**src/rtl/mem_arbiter.sv**
```systemverilog
// rtl/mem_arbiter.sv - two-requester round-robin arbiter in front of a 256x8 memory
//
// Ports:
//   clk, rst                 rising-edge clock, synchronous active-high reset
//   a_req/a_we/a_addr/a_wdata   requester A command (held until a_gnt)
//   a_gnt                    1-cycle pulse, A command issued to memory
//   a_rvalid/a_rdata         1-cycle read-data pulse / last read data for A
//   b_*                      same set for requester B
//   mem_valid/mem_wr_en      memory write qualifiers (WR cycle only)
//   mem_wr_addr/mem_wr_data  memory write address/data
//   mem_ready/mem_rd_en      memory read qualifiers (RD cycle only)
//   mem_rd_addr              memory read address
//   mem_rd_data              memory read data, valid the cycle after the read
//   busy                     high whenever the controller is not idle
module mem_arbiter #(
    parameter int ADDR_WIDTH = 8,
    parameter int DATA_WIDTH = 8
) (
    input  logic                  clk,
    input  logic                  rst,
    input  logic                  a_req,
    input  logic                  a_we,
    input  logic [ADDR_WIDTH-1:0] a_addr,
    input  logic [DATA_WIDTH-1:0] a_wdata,
    output logic                  a_gnt,
    output logic                  a_rvalid,
    output logic [DATA_WIDTH-1:0] a_rdata,
    input  logic                  b_req,
    input  logic                  b_we,
    input  logic [ADDR_WIDTH-1:0] b_addr,
    input  logic [DATA_WIDTH-1:0] b_wdata,
    output logic                  b_gnt,
    output logic                  b_rvalid,
    output logic [DATA_WIDTH-1:0] b_rdata,
    output logic                  mem_valid,
    output logic                  mem_wr_en,
    output logic [ADDR_WIDTH-1:0] mem_wr_addr,
    output logic [DATA_WIDTH-1:0] mem_wr_data,
    output logic                  mem_ready,
    output logic                  mem_rd_en,
    output logic [ADDR_WIDTH-1:0] mem_rd_addr,
    input  logic [DATA_WIDTH-1:0] mem_rd_data,
    output logic                  busy
);

    typedef enum logic [1:0] {
        IDLE    = 2'd0,
        WR      = 2'd1,
        RD      = 2'd2,
        RD_WAIT = 2'd3
    } state_t;

    state_t                state_q, state_d;
    logic                  rr_q, rr_d;        // 0: A has priority on contention, 1: B
    logic                  sel_q, sel_d;      // winner of the command in flight, 0: A, 1: B
    logic [ADDR_WIDTH-1:0] addr_q, addr_d;
    logic [DATA_WIDTH-1:0] wdata_q, wdata_d;
    logic                  pick_b;
    logic                  pick_we;

    // Next values of the registered outputs
    logic                  a_gnt_d, b_gnt_d;
    logic                  a_rvalid_d, b_rvalid_d;
    logic [DATA_WIDTH-1:0] a_rdata_d, b_rdata_d;
    logic                  mem_valid_d, mem_wr_en_d;
    logic [ADDR_WIDTH-1:0] mem_wr_addr_d;
    logic [DATA_WIDTH-1:0] mem_wr_data_d;
    logic                  mem_ready_d, mem_rd_en_d;
    logic [ADDR_WIDTH-1:0] mem_rd_addr_d;
    logic                  busy_d;

    // State register and command latches
    always_ff @(posedge clk) begin
        if (rst) begin
            state_q <= IDLE;
            rr_q    <= 1'b0;
            sel_q   <= 1'b0;
            addr_q  <= '0;
            wdata_q <= '0;
        end else begin
            state_q <= state_d;
            rr_q    <= rr_d;
            sel_q   <= sel_d;
            addr_q  <= addr_d;
            wdata_q <= wdata_d;
        end
    end

    // Next-state logic; the command fields are only captured while idle
    always_comb begin
        state_d = state_q;
        rr_d    = rr_q;
        sel_d   = sel_q;
        addr_d  = addr_q;
        wdata_d = wdata_q;
        // B wins if it is the only requester, or both request and B holds priority
        pick_b  = b_req && (!a_req || rr_q);
        pick_we = pick_b ? b_we : a_we;
        case (state_q)
            IDLE: begin
                if (a_req || b_req) begin
                    sel_d   = pick_b;
                    addr_d  = pick_b ? b_addr : a_addr;
                    wdata_d = pick_b ? b_wdata : a_wdata;
                    rr_d    = ~pick_b;
                    state_d = pick_we ? WR : RD;
                end
            end
            WR:      state_d = IDLE;
            RD:      state_d = RD_WAIT;
            RD_WAIT: state_d = IDLE;
            default: state_d = IDLE;
        endcase
    end

    // Output decode. Decoding from the next state lets every output be a
    // flop while still lining up with the cycle the state register is in.
    always_comb begin
        a_gnt_d       = 1'b0;
        b_gnt_d       = 1'b0;
        mem_valid_d   = 1'b0;
        mem_wr_en_d   = 1'b0;
        mem_ready_d   = 1'b0;
        mem_rd_en_d   = 1'b0;
        mem_wr_addr_d = mem_wr_addr;
        mem_wr_data_d = mem_wr_data;
        mem_rd_addr_d = mem_rd_addr;
        busy_d        = (state_d != IDLE);

        if (state_d == WR) begin
            mem_valid_d   = 1'b1;
            mem_wr_en_d   = 1'b1;
            mem_wr_addr_d = addr_d;
            mem_wr_data_d = wdata_d;
        end
        if (state_d == RD) begin
            mem_ready_d   = 1'b1;
            mem_rd_en_d   = 1'b1;
            mem_rd_addr_d = addr_d;
        end
        if (state_d == WR || state_d == RD) begin
            a_gnt_d = !sel_d;
            b_gnt_d = sel_d;
        end

        // Memory data is on mem_rd_data during RD_WAIT; it reaches the
        // winner one cycle later, together with rvalid.
        a_rvalid_d = (state_q == RD_WAIT) && !sel_q;
        b_rvalid_d = (state_q == RD_WAIT) && sel_q;
        a_rdata_d  = a_rvalid_d ? mem_rd_data : a_rdata;
        b_rdata_d  = b_rvalid_d ? mem_rd_data : b_rdata;
    end

    // Output registers
    always_ff @(posedge clk) begin
        if (rst) begin
            a_gnt       <= 1'b0;
            b_gnt       <= 1'b0;
            a_rvalid    <= 1'b0;
            b_rvalid    <= 1'b0;
            a_rdata     <= '0;
            b_rdata     <= '0;
            mem_valid   <= 1'b0;
            mem_wr_en   <= 1'b0;
            mem_wr_addr <= '0;
            mem_wr_data <= '0;
            mem_ready   <= 1'b0;
            mem_rd_en   <= 1'b0;
            mem_rd_addr <= '0;
            busy        <= 1'b0;
        end else begin
            a_gnt       <= a_gnt_d;
            b_gnt       <= b_gnt_d;
            a_rvalid    <= a_rvalid_d;
            b_rvalid    <= b_rvalid_d;
            a_rdata     <= a_rdata_d;
            b_rdata     <= b_rdata_d;
            mem_valid   <= mem_valid_d;
            mem_wr_en   <= mem_wr_en_d;
            mem_wr_addr <= mem_wr_addr_d;
            mem_wr_data <= mem_wr_data_d;
            mem_ready   <= mem_ready_d;
            mem_rd_en   <= mem_rd_en_d;
            mem_rd_addr <= mem_rd_addr_d;
            busy        <= busy_d;
        end
    end

endmodule

```
**config.mk**
```make
export PLATFORM = sky130hd
export DESIGN_NAME = mem_arbiter
export DESIGN_NICKNAME = d
export VERILOG_FILES = /design/src/rtl/mem_arbiter.sv
export SDC_FILE = /design/constraint.sdc
export NUM_CORES = 1
export LEC_CHECK = 0
export ABC_AREA = 1
export BUFFER_PORTS_ARGS = -buffer_cell sky130_fd_sc_hd__buf_4
export CORE_ASPECT_RATIO = 0.9
export CORE_MARGIN = 2
export CORE_UTILIZATION = 54
export DETAILED_ROUTE_END_ITERATION = 8
export GPL_ROUTABILITY_DRIVEN = 0
export PLACE_DENSITY = 0.84
export SLEW_MARGIN = 30
export SYNTH_ARGS = -nofsm -noshare
export SYNTH_HDL_FRONTEND = slang
export SYNTH_SLANG_ARGS = --single-unit
```
**constraint.sdc**
```tcl
create_clock -name clk -period 4.2 [get_ports clk]
set_input_delay 0.84 -clock clk [delete_from_list [all_inputs] [get_ports clk]]
set_output_delay 0.84 -clock clk [all_outputs]
set_load 0.05 [all_outputs]
```
Word level (Yosys, flattened, before mapping):

Cells that the tools add are included.

* register bits after elaboration: 67
* input port bits: 46
* output and inout port bits: 49
* word-level logic and storage cells: 52

* equal/unequal tests: 5
* muxes and demuxes: 14
* bitwise operators: 2
* reductions and logical operators: 14

Operators with widths (number)
* 2-to-1 mux 8 bit: 6
* == test 2 bit (second input constant): 3
* one-hot mux 2 bit (3 select lines): 1
* 2-to-1 mux 1 bit: 5
* == test 2 x 1 -> 1 bit (second input constant): 2
* 2-to-1 mux 2 bit: 2
* OR reduction 2 bit: 2
* logical AND 1 bit: 3
* logical NOT 1 bit: 3
* logical OR 1 bit: 3
* logical NOT 2 bit: 1
* NOT 1 bit: 2
* AND reduction 2 bit: 1
* nonzero test 2 bit: 1

Logic depth before layout (Yosys ltp):

Gate-level depths: netlist of run 1.

* depth in word-level cells: 11
* gate-level depth with buffers: 15
* mapped depth without buffers: 13

Worst setup path before layout of run 1:

OpenSTA, ideal clock, no wires.

* kind: input port to flip-flop
* start point: input b_req
* end point: register mem_rd_addr[6]
* setup time: 0.109 ns
* data arrival time: 2.299 ns
* required time: 4.091 ns
* path slack: 1.792 ns
* stages on the path: 14
* path buffers: 4
* cell sequence: buf_6 > nor2_4 > nor2_8 > buf_4 > nand2_1 > nand2_1 > inv_1 > ha_1 > clkbuf_1 > buf_2 > nor2_1 > nor2_1 > nand2_1 > inv_1

* cells in the longest elaborated chain, start to end: 6
* elaborated cells on any way between the ends: 10
* those cells by class: eq/ne (1); mux (7); reduce/logical (2)

Ends and longest elaborated chain
* start, declared: line 28 `input logic b_req,`
* logical AND 1 bit: line 97 `pick_b = b_req && (!a_req || rr_q);`
* 2-to-1 mux 1 bit: line 98 `pick_we = pick_b ? b_we : a_we;`
* 2-to-1 mux 2 bit: line 106 `state_d = pick_we ? WR : RD;`
* 2-to-1 mux 2 bit (*): line 101 `if (a_req || b_req) begin`
* one-hot mux 2 bit (3 select lines) (*): line 99 `case (state_q)`
* via state_d[0]: line 53 `state_t state_q, state_d;`
* == test 2 bit (*): line 136 `if (state_d == RD) begin`
* end signal, assigned: line 184 `mem_rd_addr <= mem_rd_addr_d;`
* end, declared: line 41 `output logic [ADDR_WIDTH-1:0] mem_rd_addr,`

Mark *: on every way through the listed nets, which the timed path passes. The rest lies on a longest branch.
A chain may end at the register's enable or synchronous reset.

Worst setup path in the final report of run 1:

* start point: input a_req
* end point: register mem_wr_addr[2]

* cells in the longest elaborated chain, start to end: 8
* elaborated cells on any way between the ends: 12
* those cells by class: eq/ne (1); mux (7); reduce/logical (4)

Ends and longest elaborated chain
* start, declared: line 21 `input logic a_req,`
* logical NOT 1 bit: line 97
* logical OR 1 bit: line 97
* logical AND 1 bit: line 97
* 2-to-1 mux 1 bit: line 98
* 2-to-1 mux 2 bit: line 106
* 2-to-1 mux 2 bit (*): line 101
* one-hot mux 2 bit (3 select lines) (*): line 99
* via state_d[1]: line 53
* == test 2 x 1 -> 1 bit (*): line 130 `if (state_d == WR) begin`
* end signal, assigned: line 180 `mem_wr_addr <= mem_wr_addr_d;`
* end, declared: line 37 `output logic [ADDR_WIDTH-1:0] mem_wr_addr,`

Marked as above.

==> impl_metrics.env, run 1 <==
export IMPL_yosys_area_top_type="dfxtp_1"
export IMPL_yosysWarnings=0
export IMPL_reg2reg_from="rr_q"
export IMPL_r2r_end="mem_wr_addr[2]"
export IMPL_postLayoutCellArea_um2=3810
export IMPL_min_from="b_rdata[7]"
export IMPL_h_tree_depth=3
export IMPL_postCtsHoldBufs=0
export IMPL_path_clk_slew_ns=0.07
export IMPL_syn_nets=470
export IMPL_fin_ws_ns=1.53
export IMPL_p_comb_share_pct=33.1
export IMPL_num_vias=2806
export IMPL_setup_violations=0
export IMPL_clk_latency_ns=0.34
export IMPL_whs_path_depth=2
export IMPL_seqCellArea_um2=1340
export IMPL_placed_area_um2=3600
export IMPL_netlist_cell_type_count=22
export IMPL_drtIter0Drc=136
export IMPL_final_util_pct=72.5
export IMPL_place_hpwl_mm=4.75
export IMPL_wl_mm=6.74
export IMPL_cts_tree="done"
export IMPL_grtUsageMet2_pct=38.6
export IMPL_fp_coreArea_um2=5260
export IMPL_final_cell_mix="buf_4, nor2_1, nand2_1, inv_1, dfxtp_1"
export IMPL_drc=0
export IMPL_cts_resized=0
export IMPL_multiInputGateArea_um2=1200
export IMPL_avgSynthCellArea_um2=6.99
export IMPL_critPathLaunchType="input pin"
export IMPL_row_count=25
export IMPL_reg2regPathDepth=13
export IMPL_period_minus_slack_ns=2.67
export IMPL_wire_per_inst_um=11.7
export IMPL_die_h_um=73.9
export IMPL_hold_violations=0
export IMPL_yosysSeqAreaShare_pct=45.8
export IMPL_vias_per_cell=4.86
export IMPL_dp_cells=561
export IMPL_finalCritPeriodShare_pct=63.6
export IMPL_yosysTopAreaCellShare_pct=45.8
export IMPL_swShare_pct=36.9
export IMPL_worstPathMaxFanout=21
export IMPL_netlist_instances=419
export IMPL_cp_arrival_ns=2.96
export IMPL_rsz0062_at_grt="no"
export IMPL_internal_power_uw=1220
export IMPL_critical_path_class="in2reg"
export IMPL_status="finished, final reports clean"
export IMPL_grt_max_degree=58
export IMPL_cts_sinks=67
export IMPL_cp_end_kind="flop"
export IMPL_hp_class="reg2reg"
export IMPL_r2r_slack_ns=1.74
export IMPL_dr_pass1_iters=4
export IMPL_relSlewSlack_pct=58.0
export IMPL_initial_core_util_pct=55.7
export IMPL_ys_ff_latch=67
export IMPL_fin_tns_setup_ns=0
export IMPL_power_share_sequential_pct=39.1
export IMPL_ir_drop_uv=288
export IMPL_drive_gt1_share_pct=23.3
export IMPL_p_leak_uw=0.00204
export IMPL_grtUsageMet1_pct=29.7
export IMPL_grt_pass1_vias=2462
export IMPL_final_cells=577
export IMPL_drv_slew=0
export IMPL_cts_buffers_inserted=9
export IMPL_clockPowerShare_pct=27.8
export IMPL_clockBufferDepth=2
export IMPL_grt_usage_pct=23.7
export IMPL_fillCellCount=433
export IMPL_worstHoldEndpoint="b_rdata[7]"
export IMPL_layout_commonest_cell="buf_4"
export IMPL_p_sw_uw=715
export IMPL_die_w_um=81.6
export IMPL_maxCapViolCount=0
export IMPL_skew_ns=0.00679
export IMPL_fmax_mhz=374
export IMPL_pre_cts_ws_ns=1.23
export IMPL_synthToLayoutAreaGrowth_pct=30.0
export IMPL_final_net_count=556
export IMPL_grt_busiest_layer="met2"
export IMPL_ios=95
export IMPL_cts_root_buf="clkbuf_8"
export IMPL_antenna_left=0
export IMPL_ys_top_cells_by_area="dfxtp_1, nand3_1, nor2_1"
export IMPL_dieArea_um2=6030
export IMPL_io_buffer_count=94
export IMPL_tightest_slew_ns=0.630
export IMPL_required_ns=4.49
export IMPL_power_density_nw_per_um2=509
export IMPL_antenna_found_initial=0
export IMPL_grt_remaining_overflow=0
export IMPL_syn_area_um2=2930
export IMPL_grtUsageMet3_pct=7.86
export IMPL_n_antenna_cell=0
export IMPL_postCtsSetupRepairBufs=0
export IMPL_grt_pass1_wl_mm=10.9
## metal layers
metal	vias to the layer above	wire, um
li1	1455	-
met1	1242	2860
met3	7	591
met5	-	0
met4	0	74
met2	102	3220
## critical path: stages
cell,delay [ns]
buf_4,0.12
nand2_2,0.22
nand2_4,0.27
nand2_1,0.11
nand3_1,0.12
nand2_1,0.10
inv_1,0.10
ha_1,0.45
buf_4,0.33
nor2_1,0.08
nor2_1,0.10
nand2_1,0.06
inv_1,0.04
## final cells by class
type	count	share of cell area, %
clock buffer	12	4.07
tap	67	2.20
timing repair buffer	95	18.7
sequential	67	35.2
inverter	70	6.90
multi-input combinational	262	31.6
clock inverter	4	1.28
## synthesized netlist by cell type
master / n
inv_1: 67
inv_2: 1
clkbuf_1: 8
a21oi_1: 26
ha_1: 5
buf_4: 3
dfxtp_1: 67
nand2_2: 4
buf_2: 4
nor2_1: 75
buf_1: 1
nor2_8: 1
buf_6: 4
nand2_1: 72
nand2_4: 1
nor2_2: 1
clkinv_1: 2
o22ai_1: 1
o21ai_0: 9
nand3_1: 65
nor2_4: 1
a21boi_0: 1
## kinds of logic (layout without fill, tap and decap cells)
group                    after synthesis  count (layout)  share of synthesized area, %
AND/OR/NAND/NOR                      220             220                          32.5
buffers and inverters                 90             181                          13.1
flip-flops                            67              67                          45.8
AO/OA/AOI/OAI                         37              37                          6.45
adder cells (fa/ha/maj)                5               5                          2.14
## registers in the layout, summed over array words and instances, names as in the netlist, 2 cells and up
signal / count
a_rdata: 8
addr_q: 8
b_rdata: 8
mem_rd_addr: 8
mem_wr_addr: 8
mem_wr_data: 8
state_q: 2
wdata_q: 8
## power by group through the flow
stage,logic (uW),clock network (uW),registers (uW)
final,641,539,758
after global routing,698,581,765
after CTS,643,551,758
after detailed placement,638,0,771
after global placement,627,0,770
after floorplan,280,0,959
## worst max path at each step
stage / from / end / slack [ns] / cells after the start
2_1_floorplan: b_req / mem_rd_addr[6] / 1.79 / 14
3_3_place_gp: a_req / mem_wr_addr[1] / 1.34 / 13
3_5_place_dp: a_req / mem_wr_addr[2] / 1.23 / 13
4_1_cts: a_req / mem_wr_data[7] / 1.56 / 13
5_1_grt: a_req / mem_wr_data[4] / 1.35 / 13
6_report: a_req / mem_wr_addr[2] / 1.53 / 13
## stage by stage
stage                     total power [uW]  hold slack, ns
after floorplan                       1240           0.451
after global placement                1400           0.450
after detailed placement              1410           0.455
after CTS                             1950           0.465
after global routing                  2040           0.490
final                                 1940           0.465
No activity file was read; power rests on OpenSTA's default activity.
==> inputs of run 2 (changes only) <==
--- a/config.mk
+++ b/config.mk
@@ -9,10 +9,10 @@
 export BUFFER_PORTS_ARGS = -buffer_cell sky130_fd_sc_hd__buf_4
 export CORE_ASPECT_RATIO = 0.9
 export CORE_MARGIN = 2
-export CORE_UTILIZATION = 54
+export CORE_UTILIZATION = 45
 export DETAILED_ROUTE_END_ITERATION = 8
 export GPL_ROUTABILITY_DRIVEN = 0
-export PLACE_DENSITY = 0.84
+export PLACE_DENSITY = 0.75
 export SLEW_MARGIN = 30
 export SYNTH_ARGS = -nofsm -noshare
 export SYNTH_HDL_FRONTEND = slang
==> constraint.sdc (replaced) <==
create_clock -name clk -period 2.45 [get_ports clk]
set_input_delay 0.49 -clock clk [delete_from_list [all_inputs] [get_ports clk]]
set_output_delay 0.49 -clock clk [all_outputs]
set_load 0.05 [all_outputs]
==> impl_metrics.env, run 2 (synthesis gave the netlist of run 1 again) <==
export IMPL_status="finished, final reports clean"
export IMPL_critPathLaunchType="flop"
export IMPL_final_cell_mix="buf_4, nor2_1, nand2_1, inv_1, dfxtp_1"
export IMPL_cp_top_family="simple AND/OR/NAND/NOR gates"
export IMPL_drc=0
export IMPL_wire_per_inst_um=11.7
export IMPL_postCtsSetupRepairBufs=0
export IMPL_cp_arrival_ns=2.11
export IMPL_synthToLayoutAreaGrowth_pct=31.8
export IMPL_wl_mm=7.00
export IMPL_fmax_mhz=534
export IMPL_num_vias=2838
export IMPL_cts_sinks=67
export IMPL_dieArea_um2=7170
export IMPL_relSlewSlack_pct=63.7
export IMPL_rsz0062_at_grt="no"
export IMPL_dr_pass1_iters=4
export IMPL_grt_pass1_vias=2502
export IMPL_worstPathMaxFanout=16
export IMPL_fp_coreArea_um2=6220
export IMPL_ios=95
export IMPL_place_hpwl_mm=5.01
export IMPL_cts_buffers_inserted=9
export IMPL_layout_commonest_cell="buf_4"
export IMPL_final_net_count=561
export IMPL_power_density_nw_per_um2=842
export IMPL_drtIter0Drc=141
export IMPL_n_antenna_cell=0
export IMPL_fin_ws_ns=0.577
export IMPL_cp_num_buf_inv=3
export IMPL_cp_cell_sequence="inv_1 -> a21boi_0 -> nand2_1 -> nand2_1 -> nand2_1 -> nand2_1 -> inv_1 -> ha_1 -> nor2_1 -> nor2_1 -> nand2_1 -> inv_1"
export IMPL_drive_gt1_share_pct=23.9
export IMPL_grt_remaining_overflow=0
export IMPL_drv_slew=0
export IMPL_p_leak_uw=0.00206
export IMPL_hold_violations=0
export IMPL_cts_resized=0
export IMPL_cp_end_kind="flop"
export IMPL_cpMostUsedCell="nand2_1"
export IMPL_grt_max_degree=39
export IMPL_finalCritPeriodShare_pct=76.5
export IMPL_whs_ns=0.396
export IMPL_postCtsHoldBufs=0
export IMPL_fin_tns_setup_ns=0
export IMPL_cts_tree="done"
export IMPL_hp_class="in2reg"
export IMPL_die_h_um=80.5
export IMPL_row_count=27
export IMPL_critical_path_class="reg2reg"
export IMPL_maxCapViolCount=0
export IMPL_io_buffer_count=94
export IMPL_required_ns=2.68
export IMPL_antenna_found_initial=0
export IMPL_antenna_left=0
export IMPL_path_clk_slew_ns=0.06
export IMPL_tightest_slew_ns=0.544
export IMPL_initial_core_util_pct=47.1
export IMPL_worst_path_largest_cell_delay_ns=0.40
export IMPL_grt_usage_pct=20.6
export IMPL_clockBufferDepth=2
export IMPL_slowest_stage="ha_1"
export IMPL_vias_per_cell=4.72
export IMPL_grt_pass1_wl_mm=11.4
export IMPL_pre_cts_ws_ns=0.320
export IMPL_ir_drop_uv=431
export IMPL_skew_ns=0.00780
export IMPL_setup_violations=0
export IMPL_clk_latency_ns=0.34
export IMPL_die_w_um=89.0
export IMPL_h_tree_depth=3
export IMPL_period_minus_slack_ns=1.87
export IMPL_cts_root_buf="clkbuf_8"
==> run 2: changes by cell type in the layout (fill, tap and decap cells not counted), sizes merged <==
cell / before / now
buf: 95 / 100
bufinv: 1 / 0
clkbuf: 12 / 13
clkinv: 5 / 4
==> run 2: routing by layer <==
| metal | track usage (%) | vias up | part of all wire [%] |
|---|---|---|---|
| met5 | 0 | - | 0 |
| met4 | 5.52 | 0 | 1.1 |
| met3 | 6.17 | 10 | 7.3 |
| met2 | 34.3 | 90 | 47 |
| met1 | 26.0 | 1271 | 45 |
| li1 | - | 1467 | - |
==> run 2: path summary, 6_finish.rpt <==
check	depth (start not counted)	slack [ns]	to	from
max	12	0.58	mem_rd_addr[3]	rr_q
min	3	0.40	a_rdata[4]	mem_rd_data[4]
max reg2reg	12	0.58	mem_rd_addr[3]	rr_q
min reg2reg	2	0.47	b_rdata[0]	b_rdata[0]
==> run 2: layout make-up <==
| cell class | count | area (um2) |
|---|---|---|
| Clock inverter | 2 | 10.0 |
| Clock buffer | 13 | 169 |
| Multi-Input combinational cell | 262 | 1200 |
| Inverter | 70 | 263 |
| Sequential cell | 67 | 1340 |
| Tap cell | 87 | 109 |
| Fill cell | 607 | 2360 |
| Timing Repair Buffer | 100 | 763 |
==> run 2: power breakdown <==
part / internal, uW / switching, uW
sequential: 1230 / 67.2
clock: 442 / 384
combinational: 363 / 764
==> run 2: per-stage QoR <==
step	util [%]	power, uW	instances	area (um2)
floorplan	-	2120	419	2930
global placement	59.2	2430	586	3680
detailed placement	59.2	2450	586	3680
CTS	62.1	3270	601	3860
global route	62.1	3440	601	3860
finish	62.1	3250	601	3860
==> run 2: worst min-delay path: stages <==
cell and delay [ns]:
buf_4 0.08, nor2_1 0.04, nor2_1 0.08
==> inputs of run 3 (changes only) <==
--- a/config.mk
+++ b/config.mk
@@ -5,11 +5,11 @@
 export SDC_FILE = /design/constraint.sdc
 export NUM_CORES = 1
 export LEC_CHECK = 0
-export ABC_AREA = 1
+export ABC_AREA = 0
 export BUFFER_PORTS_ARGS = -buffer_cell sky130_fd_sc_hd__buf_4
 export CORE_ASPECT_RATIO = 0.9
 export CORE_MARGIN = 2
-export CORE_UTILIZATION = 45
+export CORE_UTILIZATION = 44
 export DETAILED_ROUTE_END_ITERATION = 8
 export GPL_ROUTABILITY_DRIVEN = 0
 export PLACE_DENSITY = 0.75
==> constraint.sdc (replaced) <==
create_clock -name clk -period 1.55 [get_ports clk]
set_input_delay 0.31 -clock clk [delete_from_list [all_inputs] [get_ports clk]]
set_output_delay 0.31 -clock clk [all_outputs]
set_load 0.05 [all_outputs]
==> impl_metrics.env, run 3 <==
export IMPL_cts_root_buf="clkbuf_8"
export IMPL_grt_remaining_overflow=0
export IMPL_setup_violations=28
export IMPL_dieArea_um2=6510
export IMPL_initial_core_util_pct=45.4
export IMPL_avgSynthCellArea_um2=9.65
export IMPL_p_leak_uw=0.00176
export IMPL_cp_cell_sequence="nand2b_4 -> a21bo_4 -> nand2_4 -> a21o_1 -> ha_4 -> buf_6 -> nor2_4 -> buf_12 -> a22o_1"
export IMPL_worstPathMaxFanout=8
export IMPL_rsz0062_at_grt="yes"
export IMPL_maxCapViolCount=0
export IMPL_postCtsHoldBufs=0
export IMPL_clockBufferDepth=2
export IMPL_drc=0
export IMPL_syn_nets=319
export IMPL_dr_pass1_iters=4
export IMPL_slowest_stage="dfxtp_2"
export IMPL_cp_top_family="compound AO/OA/AOI/OAI gates"
export IMPL_hp_class="in2reg"
export IMPL_skew_ns=0.0114
export IMPL_n_antenna_cell=0
export IMPL_clk_latency_ns=0.33
export IMPL_synth_main_ff_cell="dfxtp_1"
export IMPL_path_clk_slew_ns=0.07
export IMPL_cts_sinks=67
export IMPL_yosys_area_top_type="dfxtp_1"
export IMPL_die_w_um=84.8
export IMPL_r2r_slack_ns=-0.22
export IMPL_grt_pass1_vias=2345
export IMPL_ys_ff_latch=67
export IMPL_critical_path_class="reg2reg"
export IMPL_ys_top_cells_by_area="dfxtp_1, nand2_1, a22o_1"
export IMPL_period_minus_slack_ns=1.77
export IMPL_wire_per_inst_um=15.5
export IMPL_final_net_count=431
export IMPL_synth_edf_count=0
export IMPL_grt_max_degree=24
export IMPL_finalCritPeriodShare_pct=114
export IMPL_yosysWarnings=0
export IMPL_yosysTopAreaCellShare_pct=51.9
export IMPL_cp_arrival_ns=1.98
export IMPL_drive_gt1_share_pct=49.2
export IMPL_critPathLaunchType="flop"
export IMPL_synth_async_reset_ratio_pct=0
export IMPL_fillCellCount=450
export IMPL_netlist_instances=268
export IMPL_cts_tree="done"
export IMPL_syn_area_um2=2590
export IMPL_final_cell_mix="buf_4, dfxtp_1, nand2_1, a21oi_1"
export IMPL_wl_mm=7.04
export IMPL_io_buffer_count=94
export IMPL_relSlewSlack_pct=70.0
export IMPL_yosysSeqAreaShare_pct=51.9
export IMPL_yosysMostFrequentCell="dfxtp_1"
export IMPL_synthToLayoutAreaGrowth_pct=52.9
export IMPL_violations="setup timing"
export IMPL_antenna_found_initial=0
export IMPL_ios=95
export IMPL_power_density_nw_per_um2=1340
export IMPL_die_h_um=76.7
export IMPL_drtIter0Drc=62
export IMPL_fp_coreArea_um2=5690
export IMPL_fmax_mhz=565
export IMPL_grt_usage_pct=20.9
export IMPL_row_count=26
export IMPL_tightest_slew_ns=0.449
export IMPL_num_vias=2399
export IMPL_layout_commonest_cell="buf_4"
export IMPL_place_hpwl_mm=4.83
export IMPL_netlist_cell_type_count=35
export IMPL_final_util_pct=69.5
export IMPL_cp_end_kind="flop"
export IMPL_status="finished with violations"
export IMPL_fin_ws_ns=-0.219
export IMPL_antenna_left=0
export IMPL_synth_commonest_cells="dfxtp_1, nand2_1, a21oi_1, nor2_1, a22o_1"
export IMPL_drv_slew=0
export IMPL_cts_buffers_inserted=9
export IMPL_cp_num_buf_inv=2
export IMPL_required_ns=1.76
export IMPL_vias_per_cell=5.28
export IMPL_ir_drop_uv=850
export IMPL_whs_ns=0.234
export IMPL_grt_pass1_wl_mm=11.0
export IMPL_h_tree_depth=3
export IMPL_hold_violations=0
export IMPL_worst_path_largest_cell_delay_ns=0.32
run 3: area by class of cell:
class	count	area, um2	area share, %
inverters	1	3.75	0.0949
multi-input cells	180	1400	35.3
repair buffers	121	945	23.9
well taps	70	87.6	2.21
flip-flops and latches	67	1350	34.0
clock buffers	13	169	4.27
clock inverters	2	10.0	0.253
run 3: what timing repair did:
item                       4_1_cts  5_1_grt
gates resized for setup         14       41
buffers inserted                 3        3
cloned                           0        0
pin swaps                       14       26
setup endpoints to repair       28       30
run 3: worst paths after layout:
kind | cells past startpoint | from | endpoint
worst max-delay path | 9 | rr_q | mem_wr_addr[7]
worst min-delay path | 3 | mem_rd_data[7] | b_rdata[7]
worst max register to register | 9 | rr_q | mem_wr_addr[7]
worst min register to register | 2 | b_rdata[7] | b_rdata[7]
run 3: power breakdown:
part	internal (uW)	total (uW)	switching [uW]
combinational	773	1910	1140
sequential	1940	2080	132
clock	699	1310	607
run 3: kinds of logic (layout without fill, tap and decap cells):
kind of cell	after synthesis	count (layout)	share of synthesized area [%]
and+or+nand+nor	109	109	21.0
adders and majority gates	5	5	2.42
AOI/OAI and AO/OA	66	66	20.1
buffers and inverters	21	137	4.64
DFF	67	67	51.9
run 3: tightest hold or removal path, stage by stage:
cell and delay, ns:
buf_4 0.11, nand2_1 0.05, a21oi_1 0.05
run 3: per-stage QoR:
step | power (uW) | setup WS (ns) | cell area, um2 | std cells | TNS [ns]
5_1_grt | 5530 | -0.261 | 3960 | 454 | -6.12
4_1_cts | 5160 | -0.144 | 3760 | 454 | -3.42
3_3_place_gp | 3760 | -0.355 | 3500 | 436 | -8.32
6_report | 5290 | -0.219 | 3960 | 454 | -4.24
2_1_floorplan | 3240 | -0.281 | 2650 | 268 | -5.87
3_5_place_dp | 3780 | -0.449 | 3500 | 436 | -9.86
run 3: layer usage:
layer / track usage, % / share of wire (%)
met4: 4.60 / 0.65
met1: 26.9 / 42
met5: 0 / 0
met2: 33.7 / 50
met3: 7.75 / 7.0
